**config.mk**
```make
export PLATFORM = sky130hd
export DESIGN_NAME = spectrum_painter_flat
export DESIGN_NICKNAME = d
export VERILOG_FILES = /design/src/rtl/display_pkg.sv /design/src/rtl/spectrum_painter_if.sv /design/src/rtl/painter_scan_counter.sv /design/src/rtl/spectrum_painter.sv /design/src/flat_wrapper.sv
export SDC_FILE = /design/constraint.sdc
export NUM_CORES = 1
export LEC_CHECK = 0
export CELL_PAD_IN_SITES_DETAIL_PLACEMENT = 0
export CELL_PAD_IN_SITES_GLOBAL_PLACEMENT = 2
export CORE_ASPECT_RATIO = 0.75
export CORE_UTILIZATION = 40
export CTS_CLUSTER_DIAMETER = 40
export DETAILED_ROUTE_END_ITERATION = 7
export PLACE_DENSITY_LB_ADDON = 0.1
export SLEW_MARGIN = 25
export SYNTH_ARGS = -nofsm -noshare
export SYNTH_HDL_FRONTEND = slang
export SYNTH_HIERARCHICAL = 1
export SYNTH_SLANG_ARGS = --single-unit
```
**constraint.sdc**
```tcl
create_clock -name clock -period 22.3 [get_ports clock]
set_input_delay 6.69 -clock clock [delete_from_list [all_inputs] [get_ports clock]]
set_output_delay 6.69 -clock clock [all_outputs]
set_load 0.02 [all_outputs]
```
**src/rtl/display_pkg.sv**
```systemverilog
// Shared constants and types for the spectrum bar-graph renderer.
// Frame geometry, code widths and the render FSM state encoding.
package display_pkg;

  localparam int H_ACTIVE     = 640;
  localparam int V_ACTIVE     = 480;
  localparam int FRAME_PIXELS = 307200;
  localparam int NUM_BINS     = 64;
  localparam int BIN_WIDTH    = 10;
  localparam int ADDR_W       = 19;
  localparam int CODE_W       = 3;
  localparam int HGT_W        = 9;
  localparam int BIN_W        = 6;

  typedef enum logic {
    COLLECT,
    RENDER
  } state_e;

  function automatic logic [HGT_W-1:0] clamp_h(
    input logic [HGT_W-1:0] h,
    input logic [HGT_W-1:0] lim
  );
    return (h > lim) ? lim : h;
  endfunction

endpackage

```
**src/rtl/spectrum_painter_if.sv**
```systemverilog
// Valid/ready stream carrying one bar height per beat.
// The producer is the master; the painter is the slave.
interface spectrum_painter_if;
  import display_pkg::*;

  logic             bin_valid;
  logic             bin_ready;
  logic [BIN_W-1:0] bin_index;
  logic [HGT_W-1:0] bin_height;
  logic             bin_last;

  modport master (
    output bin_valid,
    output bin_index,
    output bin_height,
    output bin_last,
    input  bin_ready
  );

  modport slave (
    input  bin_valid,
    input  bin_index,
    input  bin_height,
    input  bin_last,
    output bin_ready
  );

endinterface

```
**src/rtl/painter_scan_counter.sv**
```systemverilog
// Raster position tracker: x/y, bin and sub-column, colour and address.
// Position always names the next pixel to be written.
module painter_scan_counter #(
  parameter int H_ACTIVE  = 640,
  parameter int V_ACTIVE  = 480,
  parameter int BIN_WIDTH = 10
) (
  input  logic                           clock,
  input  logic                           reset,
  input  logic                           adv_i,
  output logic [display_pkg::HGT_W-1:0]  y_o,
  output logic [display_pkg::BIN_W-1:0]  bin_o,
  output logic [display_pkg::CODE_W-1:0] code_o,
  output logic [display_pkg::ADDR_W-1:0] addr_o,
  output logic                           last_pixel_o
);
  import display_pkg::*;

  localparam int XW    = $clog2(H_ACTIVE);
  localparam int SW    = (BIN_WIDTH > 1) ? $clog2(BIN_WIDTH) : 1;
  localparam int FRAME = H_ACTIVE * V_ACTIVE;

  logic [XW-1:0]     x_q, x_d;
  logic [HGT_W-1:0]  y_q, y_d;
  logic [SW-1:0]     sub_q, sub_d;
  logic [BIN_W-1:0]  bin_q, bin_d;
  logic [2:0]        m7_q, m7_d;
  logic [ADDR_W-1:0] addr_q, addr_d;
  logic              last_pixel;

  assign last_pixel = (addr_q == ADDR_W'(FRAME - 1));

  always_comb begin
    x_d    = x_q;
    y_d    = y_q;
    sub_d  = sub_q;
    bin_d  = bin_q;
    m7_d   = m7_q;
    addr_d = addr_q;
    if (adv_i) begin
      addr_d = last_pixel ? '0 : addr_q + 1'b1;
      if (x_q == XW'(H_ACTIVE - 1)) begin
        x_d   = '0;
        sub_d = '0;
        bin_d = '0;
        m7_d  = '0;
        y_d   = (y_q == HGT_W'(V_ACTIVE - 1)) ? '0 : y_q + 1'b1;
      end else begin
        x_d = x_q + 1'b1;
        if (sub_q == SW'(BIN_WIDTH - 1)) begin
          sub_d = '0;
          bin_d = bin_q + 1'b1;
          m7_d  = (m7_q == 3'd6) ? 3'd0 : m7_q + 3'd1;
        end else begin
          sub_d = sub_q + 1'b1;
        end
      end
    end
  end

  always_ff @(posedge clock or posedge reset) begin
    if (reset) begin
      x_q    <= '0;
      y_q    <= '0;
      sub_q  <= '0;
      bin_q  <= '0;
      m7_q   <= '0;
      addr_q <= '0;
    end else begin
      x_q    <= x_d;
      y_q    <= y_d;
      sub_q  <= sub_d;
      bin_q  <= bin_d;
      m7_q   <= m7_d;
      addr_q <= addr_d;
    end
  end

  assign y_o          = y_q;
  assign bin_o        = bin_q;
  assign code_o       = CODE_W'(m7_q) + CODE_W'(1);
  assign addr_o       = addr_q;
  assign last_pixel_o = last_pixel;

endmodule

```
**src/rtl/spectrum_painter.sv**
```systemverilog
// Collects 64 bar heights, then paints one full frame into the BRAM.
// Sticky ready marks that a complete frame has been written once.
module spectrum_painter #(
  parameter int H_ACTIVE  = 640,
  parameter int V_ACTIVE  = 480,
  parameter int BIN_WIDTH = 10
) (
  input  logic                           clock,
  input  logic                           reset,
  spectrum_painter_if.slave              bin,
  output logic                           wr_en,
  output logic [display_pkg::ADDR_W-1:0] wr_addr,
  output logic [display_pkg::CODE_W-1:0] wr_data,
  output logic                           ready,
  output logic                           busy
);
  import display_pkg::*;

  state_e            state_q, state_d;
  logic [HGT_W-1:0]  height_q [NUM_BINS];
  logic              wr_en_q, wr_en_d;
  logic [ADDR_W-1:0] wr_addr_q, wr_addr_d;
  logic [CODE_W-1:0] wr_data_q, wr_data_d;
  logic              ready_q, ready_d;
  logic              busy_q, busy_d;
  logic              bin_ready_q, bin_ready_d;

  logic              accept, emit, lit;
  logic [HGT_W-1:0]  hin, h_cur, thresh;
  logic [HGT_W-1:0]  s_y;
  logic [BIN_W-1:0]  s_bin;
  logic [CODE_W-1:0] s_code;
  logic [ADDR_W-1:0] s_addr;
  logic              s_last;

  painter_scan_counter #(
    .H_ACTIVE  (H_ACTIVE),
    .V_ACTIVE  (V_ACTIVE),
    .BIN_WIDTH (BIN_WIDTH)
  ) u_scan (
    .clock        (clock),
    .reset        (reset),
    .adv_i        (emit),
    .y_o          (s_y),
    .bin_o        (s_bin),
    .code_o       (s_code),
    .addr_o       (s_addr),
    .last_pixel_o (s_last)
  );

  assign accept = bin.bin_valid && bin_ready_q;
  assign hin    = clamp_h(bin.bin_height, HGT_W'(V_ACTIVE));

  always_comb begin
    state_d = state_q;
    emit    = 1'b0;
    unique case (state_q)
      COLLECT: begin
        if (accept && bin.bin_last) begin
          state_d = RENDER;
          emit    = 1'b1;
        end
      end
      RENDER: begin
        emit = 1'b1;
        if (s_last) state_d = COLLECT;
      end
    endcase
  end

  // Pixel 0 is painted on the same edge that stores the last beat.
  always_comb begin
    h_cur = height_q[s_bin];
    if (accept && (bin.bin_index == s_bin)) h_cur = hin;
    thresh = HGT_W'(V_ACTIVE) - h_cur;
    lit    = (s_y >= thresh);
  end

  always_comb begin
    wr_en_d     = emit;
    wr_addr_d   = emit ? s_addr : '0;
    wr_data_d   = (emit && lit) ? s_code : '0;
    busy_d      = emit;
    bin_ready_d = !emit;
    ready_d     = ready_q || (wr_en_q && !emit);
  end

  always_ff @(posedge clock or posedge reset) begin
    if (reset) begin
      for (int i = 0; i < NUM_BINS; i++) height_q[i] <= '0;
    end else if (accept) begin
      height_q[bin.bin_index] <= hin;
    end
  end

  always_ff @(posedge clock or posedge reset) begin
    if (reset) begin
      state_q     <= COLLECT;
      wr_en_q     <= 1'b0;
      wr_addr_q   <= '0;
      wr_data_q   <= '0;
      ready_q     <= 1'b0;
      busy_q      <= 1'b0;
      bin_ready_q <= 1'b0;
    end else begin
      state_q     <= state_d;
      wr_en_q     <= wr_en_d;
      wr_addr_q   <= wr_addr_d;
      wr_data_q   <= wr_data_d;
      ready_q     <= ready_d;
      busy_q      <= busy_d;
      bin_ready_q <= bin_ready_d;
    end
  end

  assign bin.bin_ready = bin_ready_q;
  assign wr_en         = wr_en_q;
  assign wr_addr       = wr_addr_q;
  assign wr_data       = wr_data_q;
  assign ready         = ready_q;
  assign busy          = busy_q;

endmodule
```
**src/flat_wrapper.sv**
```systemverilog
// flat-port wrapper written by rule: the top's interface ports become plain ports
module spectrum_painter_flat import display_pkg::*;
#(
  parameter int H_ACTIVE  = 640,
  parameter int V_ACTIVE  = 480,
  parameter int BIN_WIDTH = 10
)
  (clock, reset, wr_en, wr_addr, wr_data, ready, busy, bin_bin_valid, bin_bin_index, bin_bin_height, bin_bin_last, bin_bin_ready);
  spectrum_painter_if bin_i ();
  input  logic clock;
  input  logic reset;
  output logic wr_en;
  output logic [display_pkg::ADDR_W-1:0] wr_addr;
  output logic [display_pkg::CODE_W-1:0] wr_data;
  output logic ready;
  output logic busy;
  input wire logic [$bits(bin_i.bin_valid)-1:0] bin_bin_valid;
  input wire logic [$bits(bin_i.bin_index)-1:0] bin_bin_index;
  input wire logic [$bits(bin_i.bin_height)-1:0] bin_bin_height;
  input wire logic [$bits(bin_i.bin_last)-1:0] bin_bin_last;
  output wire logic [$bits(bin_i.bin_ready)-1:0] bin_bin_ready;
  assign bin_i.bin_valid = bin_bin_valid;
  assign bin_i.bin_index = bin_bin_index;
  assign bin_i.bin_height = bin_bin_height;
  assign bin_i.bin_last = bin_bin_last;
  assign bin_bin_ready = bin_i.bin_ready;
  spectrum_painter #(.H_ACTIVE(H_ACTIVE), .V_ACTIVE(V_ACTIVE), .BIN_WIDTH(BIN_WIDTH)) u_core (.clock(clock), .reset(reset), .bin(bin_i), .wr_en(wr_en), .wr_addr(wr_addr), .wr_data(wr_data), .ready(ready), .busy(busy));
endmodule
```
[Word-level counts from Yosys, hierarchy flattened]
Index checks and enable logic that the tools add are counted.
W data, S select, Z words.
Word-level totals
  bits in registers: 653
  output and inout port bits: 26
Operators by class
  add/subtract/negate cells: 7
  order comparisons: 5
  equal/unequal tests: 6
  multiplexer cells: 24
  bitwise logic cells: 3
  reduce and logical (&&, ||, !) cells: 11
Operators with widths (number)
  $bwmux W576: 1
  $bmux W9 S6: 1
  $demux W9 S6: 1
  $mux W9: 6
  $mux W19: 2
  $add A19 B1 Y19 const B: 1
  $eq A19 B19 Y1 const B: 1
  $ge A7 B7 Y1 const B: 2
  $not A6 Y7: 2
  $mux W3: 4
  $mux W6: 2
  $add A10 B1 Y10 const B: 1
  $eq A10 B10 Y1 const B: 1
  $mux W10: 1
  $add A9 B1 Y9 const B: 1
  $eq A9 B9 Y1 const B: 1
  $ge A9 B9 Y1: 1
  $gt A9 B9 Y1 const B: 1
  $sub A9 B9 Y9 const A: 1
  $mux W4: 2
  $lt A7 B1 Y1 const B: 1
  $add A6 B1 Y6 const B: 1
  $eq A6 B6 Y1: 1
  $logic_and A1 B1 Y1: 6
  11 further kinds: 14

[Logic depth before layout (Yosys ltp)]
Gate-level depths: netlist (run 1).
  depth in word-level cells: 9
  mapped depth: 19
  mapped depth without buffers: 16

[By module]
Netlist (run 1), hierarchy kept.
Modules (own cells, without submodules)
  spectrum_painter: times used 1, cells each 2131, area each 27040.9 um^2
  painter_scan_counter: times used 1, cells each 266, area each 2618.8 um^2

[Least setup slack after synthesis (run 1)]
OpenSTA, ideal clock, no wires.
  kind: in2reg
  start point: input bin_bin_index[3]
  end point: register u_core.wr_data_q[0], in the netlist u_core/wr_data[0]
  library setup time: 0.135 ns
  arrival: 9.471 ns
  required time: 22.165 ns
  setup slack: 12.694 ns
  stages: 17
  buffers on the path: 1
  path through: clkbuf_1 -> xnor2_1 -> nand4_1 -> o21ai_0 -> o22ai_1 -> nor2_1 -> ha_1 -> inv_1 -> ha_1 -> a21o_1 -> a21o_1 -> a21o_1 -> a21o_1 -> a21o_1 -> a21oi_1 -> o21a_1 -> nor3b_1
Between the ends
  cells in the longest elaborated chain, start to end: 7
Ends and longest elaborated chain
  start: declaration: RTL line flat_wrapper.sv:18  | input wire logic [$bits(bin_i.bin_index)-1:0] bin_bin_index;
  $eq A6 B6 Y1: RTL line spectrum_painter.sv:74  | if (accept && (bin.bin_index == s_bin)) h_cur = hin;
  $logic_and A1 B1 Y1: RTL line spectrum_painter.sv:74
  $mux W9: RTL line spectrum_painter.sv:74
  $sub A9 B9 Y9: RTL line spectrum_painter.sv:75  | thresh = HGT_W'(V_ACTIVE) - h_cur;
  $ge A9 B9 Y1: RTL line spectrum_painter.sv:76  | lit = (s_y >= thresh);
  $logic_and A1 B1 Y1: RTL line spectrum_painter.sv:82  | wr_data_d = (emit && lit) ? s_code : '0;
  $mux W3: RTL line spectrum_painter.sv:82
  via u_core.wr_data_d[0]: RTL line spectrum_painter.sv:23  | logic [CODE_W-1:0] wr_data_q, wr_data_d;
  end signal: assignment: RTL line spectrum_painter.sv:109  | wr_data_q <= wr_data_d;
  end: declaration: RTL line spectrum_painter.sv:23
The timed path passes the listed nets, and every way through them passes these cells.
A chain may end at the register's enable or synchronous reset.

[Final worst setup path (run 1)]
  start point: input bin_bin_height[8]
  end point: register u_core.wr_data_q[0], in the netlist u_core/wr_data[0]
Between the ends
  cells in the longest elaborated chain, start to end: 7
Ends and longest elaborated chain
  start: declaration: RTL line flat_wrapper.sv:19  | input wire logic [$bits(bin_i.bin_height)-1:0] bin_bin_height;
  $gt A9 B9 Y1: RTL line display_pkg.sv:24  | return (h > lim) ? lim : h;
  $mux W9 *: RTL line display_pkg.sv:24
  $mux W9 *: RTL line spectrum_painter.sv:74
  $sub A9 B9 Y9 *: RTL line spectrum_painter.sv:75
  $ge A9 B9 Y1 *: RTL line spectrum_painter.sv:76
  $logic_and A1 B1 Y1 *: RTL line spectrum_painter.sv:82
  $mux W3 *: RTL line spectrum_painter.sv:82
  via u_core.wr_data_d[0]: RTL line spectrum_painter.sv:23
The timed path passes the listed nets; every way through them passes the cells marked *.

==> results of run 1 <==
power by group through the flow:
stage | Combinational (W) | Clock (W) | Sequential, W
detailed placement | 0.000603 | 0 | 0.00141
finish | 0.000595 | 0.00154 | 0.00139
global placement | 0.000598 | 0 | 0.00141
floorplan | 0.000471 | 0 | 0.00137
CTS | 0.000606 | 0.00159 | 0.00139
global route | 0.000650 | 0.00164 | 0.00141
path summary, 6_finish.rpt:
kind	start	end	slack, ps	cells after the start
setup / recovery	bin_bin_height[8]	u_core/wr_data[0]$_DFF_PP0_	11240	18
min in group asynchronous	reset	u_core/wr_addr[1]$_DFF_PP0_	6560	2
setup reg to reg	u_core/u_scan/bin_o[0]$_DFFE_PP0P_	u_core/wr_data[0]$_DFF_PP0_	16460	18
hold / removal	u_core/height_q[100]$_DFFE_PP0P_	u_core/height_q[100]$_DFFE_PP0P_	470	2
hold reg to reg	u_core/height_q[100]$_DFFE_PP0P_	u_core/height_q[100]$_DFFE_PP0P_	470	2
max in group asynchronous	reset	u_core/height_q[531]$_DFFE_PP0P_	12930	5
cell families after synthesis:
kind of cell             after synthesis  synth area share
AO/OA/AOI/OAI                        396            0.0713
XOR/XNOR                              43            0.0127
adder cells (fa/ha/maj)               19           0.00802
buffers and inverters                214            0.0311
flip-flops                           653             0.551
multiplexers                         439             0.232
AND/OR/NAND/NOR                      633            0.0941
sequential cells by signal, indices dropped and copies added (netlist names):
name / cells
u_core/height_q: 576
u_core/u_scan/addr_o: 19
u_core/wr_addr: 19
u_core/u_scan/x_q: 10
u_core/u_scan/y_o: 9
u_core/u_scan/bin_o: 6
u_core/u_scan/sub_q: 4
u_core/u_scan/m7_q: 3
u_core/wr_data: 3
u_core/bin.bin_ready: 1
u_core/busy: 1
u_core/ready: 1
u_core/state_q: 1
critical path, cell delays in order:
cell and delay (ps):
buf_2 80, buf_4 680, nand4_1 580, nand2_2 790
buf_4 420, nor2_1 80, nor3_1 280, ha_1 290
inv_1 60, ha_1 220, a21o_1 160, a21o_1 170
a21o_1 170, a21o_1 170, a21o_1 170, a21oi_1 160
o21a_1 210, nor3b_1 70
final cells by class:
| class | instances | area, sq um |
|---|---|---|
| Fill cell | 6571 | 39200 |
| Sequential cell | 653 | 16400 |
| Multi-Input combinational cell | 1530 | 12500 |
| Clock buffer | 113 | 2570 |
| Tap cell | 968 | 1210 |
| Timing Repair Buffer | 83 | 774 |
| Clock inverter | 65 | 741 |
| Inverter | 22 | 86.3 |
| Antenna cell | 2 | 5.00 |
cells in the mapped netlist (17+ instances only):
cell type / n / area, sq um
dfrtp_1: 653 / 16300
nand2_1: 436 / 1640
o21ai_0: 333 / 1670
mux2_2: 258 / 2910
clkbuf_1: 161 / 604
mux4_2: 152 / 3420
nor2_1: 41 / 154
xnor2_1: 29 / 254
nand3_1: 25 / 125
nor2b_1: 25 / 156
nor3_1: 22 / 110
inv_1: 20 / 75.1
ha_1: 19 / 238
a21oi_1: 17 / 85.1
routing by layer:
metal  vias to the layer above  GRT usage  part of all wire
met5                         -          0                 0
met4                         0     0.0575             0.021
met3                       126     0.0390             0.044
met2                       389      0.323              0.43
met1                      9888      0.357              0.51
li1                       8565          -                 -
through the flow:
stage | total power, W | util | cells | instance area, sq um | hold WS (ps)
global route | 0.00370 | 0.466 | 3435 | 34200 | 487
global placement | 0.00201 | 0.420 | 3254 | 30800 | 440
detailed placement | 0.00202 | 0.420 | 3254 | 30800 | 464
CTS | 0.00359 | 0.465 | 3432 | 34200 | 477
finish | 0.00353 | 0.466 | 3436 | 34200 | 471
floorplan | 0.00184 | - | 2397 | 29700 | 421
==> out/qor.yml, run 1 <==
global_routing:
  grt_antenna_before_repair: 4
  grt.total_usage: 0.227
  grt_pass1_vias: 19400
  grt_start_max_net_pins: 183
  overflow: 0
  grt_pass1_wl_mm: 127
die:
  core-area_sq_um: 73400
  placementRows: 86
  ios: 45
  die_w_um: 316
  die_area_sq_um: 75300
  start_util: 0.404
  die_h_um: 238
power_and_ir_drop:
  vdd_ir_drop_max_mv: 0.0591
  p_seq_frac: 0.394
  netSwitchingPower_w: 0.00100
  p_clk_frac: 0.437
  p_sw_frac: 0.284
  p_int_w: 0.00253
  combPwrFrac: 0.168
  power_density_nw_per_um2: 103
  total_leakage_power_nw: 15.4
timing:
  fin_setup_tns_ps: 0
  hold_viol_final: 0
  rsz0062_at_grt: "false"
  slew-limit-headroom: 0.350
  drv_slew: 0
  fin_crit_ps: 11060
  setup_slack_ps: 11240
  fin_worst_skew_ps: 17.1
  max_clock_freq_mhz: 90.4
  layout_worst_path_cycle_share: 0.496
  tightest_slew_ps: 971
  setup_viol: 0
yosys:
  seq_area_frac_synth: 0.551
  synth.distinct_cells: 65
  synth_cells: 2397
  syn_nets: 2435
  ys_seq_elements: 653
  async_flop_share: 1.00
  syn_area_sq_um: 29700
  ys_warn_count: 6
  synthFlopType: "dfrtp_1"
  syn_avg_cell_area_sq_um: 12.4
  synth_edf_count: 0
setup_path:
  critical_path_required_ps: 22790
  critPathCaptureType: "register"
  crit_path_max_fanout: 66
  critical_path_arrival_ps: 11550
  crit_path_start_kind: "input port"
  path_class: "in2reg"
clock_tree:
  post-cts-setup-buffers: 0
  clockBufferDepth: 3
  numCtsBuffers: 95
  path_clk_slew_ps: 50
  clk_latency_ps: 650
  cts_sinks: 653
  h-tree-depth: 3
  cts_resized: 0
  cts_tree: "done"
  postCtsHoldBufs: 0
  cts-root-buf: "clkbuf_16"
layout:
  mostFrequentLayoutCell: "dfrtp_1"
  syn_to_final_growth_pct: 15.3
  mostFrequentLayoutCells: "dfrtp_1, nand2_1, o21ai_0, mux2_2, mux4_2"
  drive_gt1_frac: 0.262
  fin_nets: 2423
drt:
  drc: 0
  vias: 19000
  post_drt_via_cell_ratio: 5.52
  wl_mm: 82.3
  routedWlPerCell_um: 23.9
  drt_iter0_markers: 1285
  ant_nets: 0
  firstDrtPassIters: 5
place:
  pre_cts_slack_ps: 10600
  place_hpwl_mm: 52.2
  place_congestion: 0.850
  port_buffers: 44
run:
  cap_violations: 0
worst_hold_path:
  hp-class: "reg2reg"
outcome:
  run_status: "finished clean"
Note: power is estimated with default switching activity, not from simulation.
==> inputs of run 2 (changes only) <==
Clock period 22.3 ns to 10.55 ns, I/O delays scaled along.
==> out/qor.yml, run 2 (synthesis results as in run 1) <==
setup_path:
  worstRegToRegCells: 17  # was 18
  critical_path_arrival_ps: 7690  # was 11,550 ps
  critPathCaptureType: "register"  # unchanged
  crit_path_start_kind: "input port"  # unchanged
  critical_path_required_ps: 11060  # was 22,790 ps
  crit_path_max_fanout: 66  # unchanged
  r2r_start: "u_core/u_scan/bin_o[0]$_DFFE_PP0P_"  # unchanged
  r2r_end: "u_core/wr_data[2]$_DFF_PP0_"  # was u_core/wr_data[0]$_DFF_PP0_
  cp-startpoint: "bin_bin_height[7]"  # was bin_bin_height[8]
  reg2reg_slack_ps: 5090  # was 16,460 ps
  endpoint: "u_core/wr_data[2]$_DFF_PP0_"  # was u_core/wr_data[0]$_DFF_PP0_
  path_class: "in2reg"  # unchanged
timing:
  setup_viol: 0  # unchanged
  layout_worst_path_cycle_share: 0.681
  max_clock_freq_mhz: 139
  hold_viol_final: 0  # unchanged
  drv_slew: 0  # unchanged
  rsz0062_at_grt: "false"  # unchanged
  fin_crit_ps: 7180
  slew-limit-headroom: 0.315  # was 0.350
  fin_setup_tns_ps: 0  # unchanged
  fin_worst_skew_ps: 44.2  # was 17.1 ps
  tightest_slew_ps: 1020  # was 971 ps
clock_tree:
  cts_sinks: 653  # unchanged
  cts-root-buf: "clkbuf_16"  # unchanged
  clockBufferDepth: 3  # unchanged
  numCtsBuffers: 98  # was 95
  cts_resized: 0  # unchanged
  postCtsHoldBufs: 0  # unchanged
  clk_latency_ps: 670  # was 650 ps
  path_clk_slew_ps: 60  # was 50 ps
  cts_tree: "done"  # unchanged
  post-cts-setup-buffers: 0  # unchanged
  h-tree-depth: 3  # unchanged
drt:
  drc: 0  # unchanged
  ant_nets: 0  # unchanged
  routedWlPerCell_um: 24.2  # was 23.9 um
  drt_iter0_markers: 1376  # was 1,285
  wl_mm: 83.4  # was 82.3 mm
  firstDrtPassIters: 5  # unchanged
  vias: 19000  # about the same
  post_drt_via_cell_ratio: 5.51  # was 5.52
place:
  place_hpwl_mm: 52.4  # was 52.2 mm
  port_buffers: 44  # unchanged
  place_congestion: 0.829  # was 0.850
layout:
  final_core_util: 0.470  # was 0.466
  mostFrequentLayoutCells: "dfrtp_1, nand2_1, o21ai_0, mux2_2, mux4_2"  # unchanged
  mostFrequentLayoutCell: "dfrtp_1"  # unchanged
  antenna_cells: 0  # was 2
  largest_reg_flops: 576  # unchanged
  drive_gt1_frac: 0.266  # was 0.262
  nFillCells: 6595  # was 6,571
  syn_to_final_growth_pct: 16.2  # was 15.3%
  fin_nets: 2428  # was 2,423
  largest-register: "u_core/height_q"  # unchanged
die:
  start_util: 0.404  # unchanged
  placementRows: 86  # unchanged
  die_w_um: 316  # unchanged
  ios: 45  # unchanged
  core-area_sq_um: 73400  # unchanged
  die_area_sq_um: 75300  # unchanged
  die_h_um: 238  # unchanged
worst_hold_path:
  hp-class: "reg2reg"  # unchanged
power_and_ir_drop:
  total_leakage_power_nw: 15.5  # was 15.4 nW
  vdd_ir_drop_max_mv: 0.140  # was 0.0591 mV
  power_density_nw_per_um2: 222  # was 103 nW/um^2
global_routing:
  grt_pass1_vias: 19400  # about the same
  overflow: 0  # unchanged
  grt_pass1_wl_mm: 128  # was 127 mm
  grt_antenna_before_repair: 3  # was 4
  grt.total_usage: 0.229  # was 0.227
  grt_start_max_net_pins: 188  # was 183
outcome:
  run_status: "finished clean"  # unchanged
run:
  cap_violations: 0  # unchanged
==> run 2: changes by cell type in the layout (fill, tap and decap cells not counted), moves of 2 or more <==
cell        previous run  this run
clkbuf_8               6        13
clkinv_4              13         8
inv_6                 13         9
clkbuf_1               9         6
clkinv_16              0         3
clkinvlp_4            11        14
buf_6                  1         3
bufinv_16             11        13
diode_2                2         0
inv_16                 0         2
==> run 2: per-layer routing <==
metal | up-vias | share of wire | track usage | routed length, um
li1 | 8565 | - | - | -
met1 | 9904 | 0.50 | 0.355 | 42000
met2 | 393 | 0.43 | 0.331 | 36200
met3 | 112 | 0.043 | 0.0378 | 3590
met4 | 0 | 0.019 | 0.0571 | 1610
met5 | - | 0 | 0 | 0
==> run 2: stage by stage <==
stage	setup slack (ps)	total power (W)	instance area [sq um]	hold slack [ps]	instances
floorplan	-826	0.00389	29700	421	2397
global placement	2810	0.00425	30900	438	3254
detailed placement	2780	0.00428	30900	444	3257
CTS	3450	0.00775	34400	458	3440
global route	3120	0.00799	34500	479	3441
finish	3370	0.00764	34500	452	3441
==> run 2: how the worst min path moves through the flow <==
stage	start	end	slack [ps]	depth (start not counted)
after floorplan	u_core/state_q$_DFF_PP0_	u_core/state_q$_DFF_PP0_	420	1
after global placement	u_core/ready$_DFF_PP0_	u_core/ready$_DFF_PP0_	440	1
after detailed placement	u_core/ready$_DFF_PP0_	u_core/ready$_DFF_PP0_	440	1
after CTS	u_core/ready$_DFF_PP0_	u_core/ready$_DFF_PP0_	460	1
after global routing	u_core/ready$_DFF_PP0_	u_core/ready$_DFF_PP0_	480	1
final	u_core/ready$_DFF_PP0_	u_core/ready$_DFF_PP0_	450	1
==> run 2: final cells by class <==
type                       instances  area (sq um)  share of cell area
clock inverter                    66           881              0.0256
clock buffer                     117          2650              0.0770
timing repair buffer              85           810              0.0235
tap                              968          1210              0.0351
sequential                       653         16400               0.474
inverter                          22          86.3             0.00251
multi-input combinational       1530         12500               0.362
==> run 2: worst max-delay path: stages <==
cell	delay (ps)
buf_2	80
buf_4	550
nand4_1	810
nand2_2	260
buf_4	560
o22ai_1	180
nor2_1	200
ha_1	260
inv_1	60
ha_1	220
a21o_1	150
a21o_1	170
a21o_1	170
a21o_1	170
a21o_1	170
a21oi_1	130
o21a_1	180
nor3b_1	60
==> run 2: report_power, final <==
| part | internal [W] | leakage (nW) | switching [W] |
|---|---|---|---|
| Sequential | 0.00273 | 8.89 | 0.000219 |
| Combinational | 0.000584 | 4.93 | 0.000682 |
| Clock | 0.00215 | 1.70 | 0.00128 |
| Total | 0.00546 | 15.5 | 0.00218 |
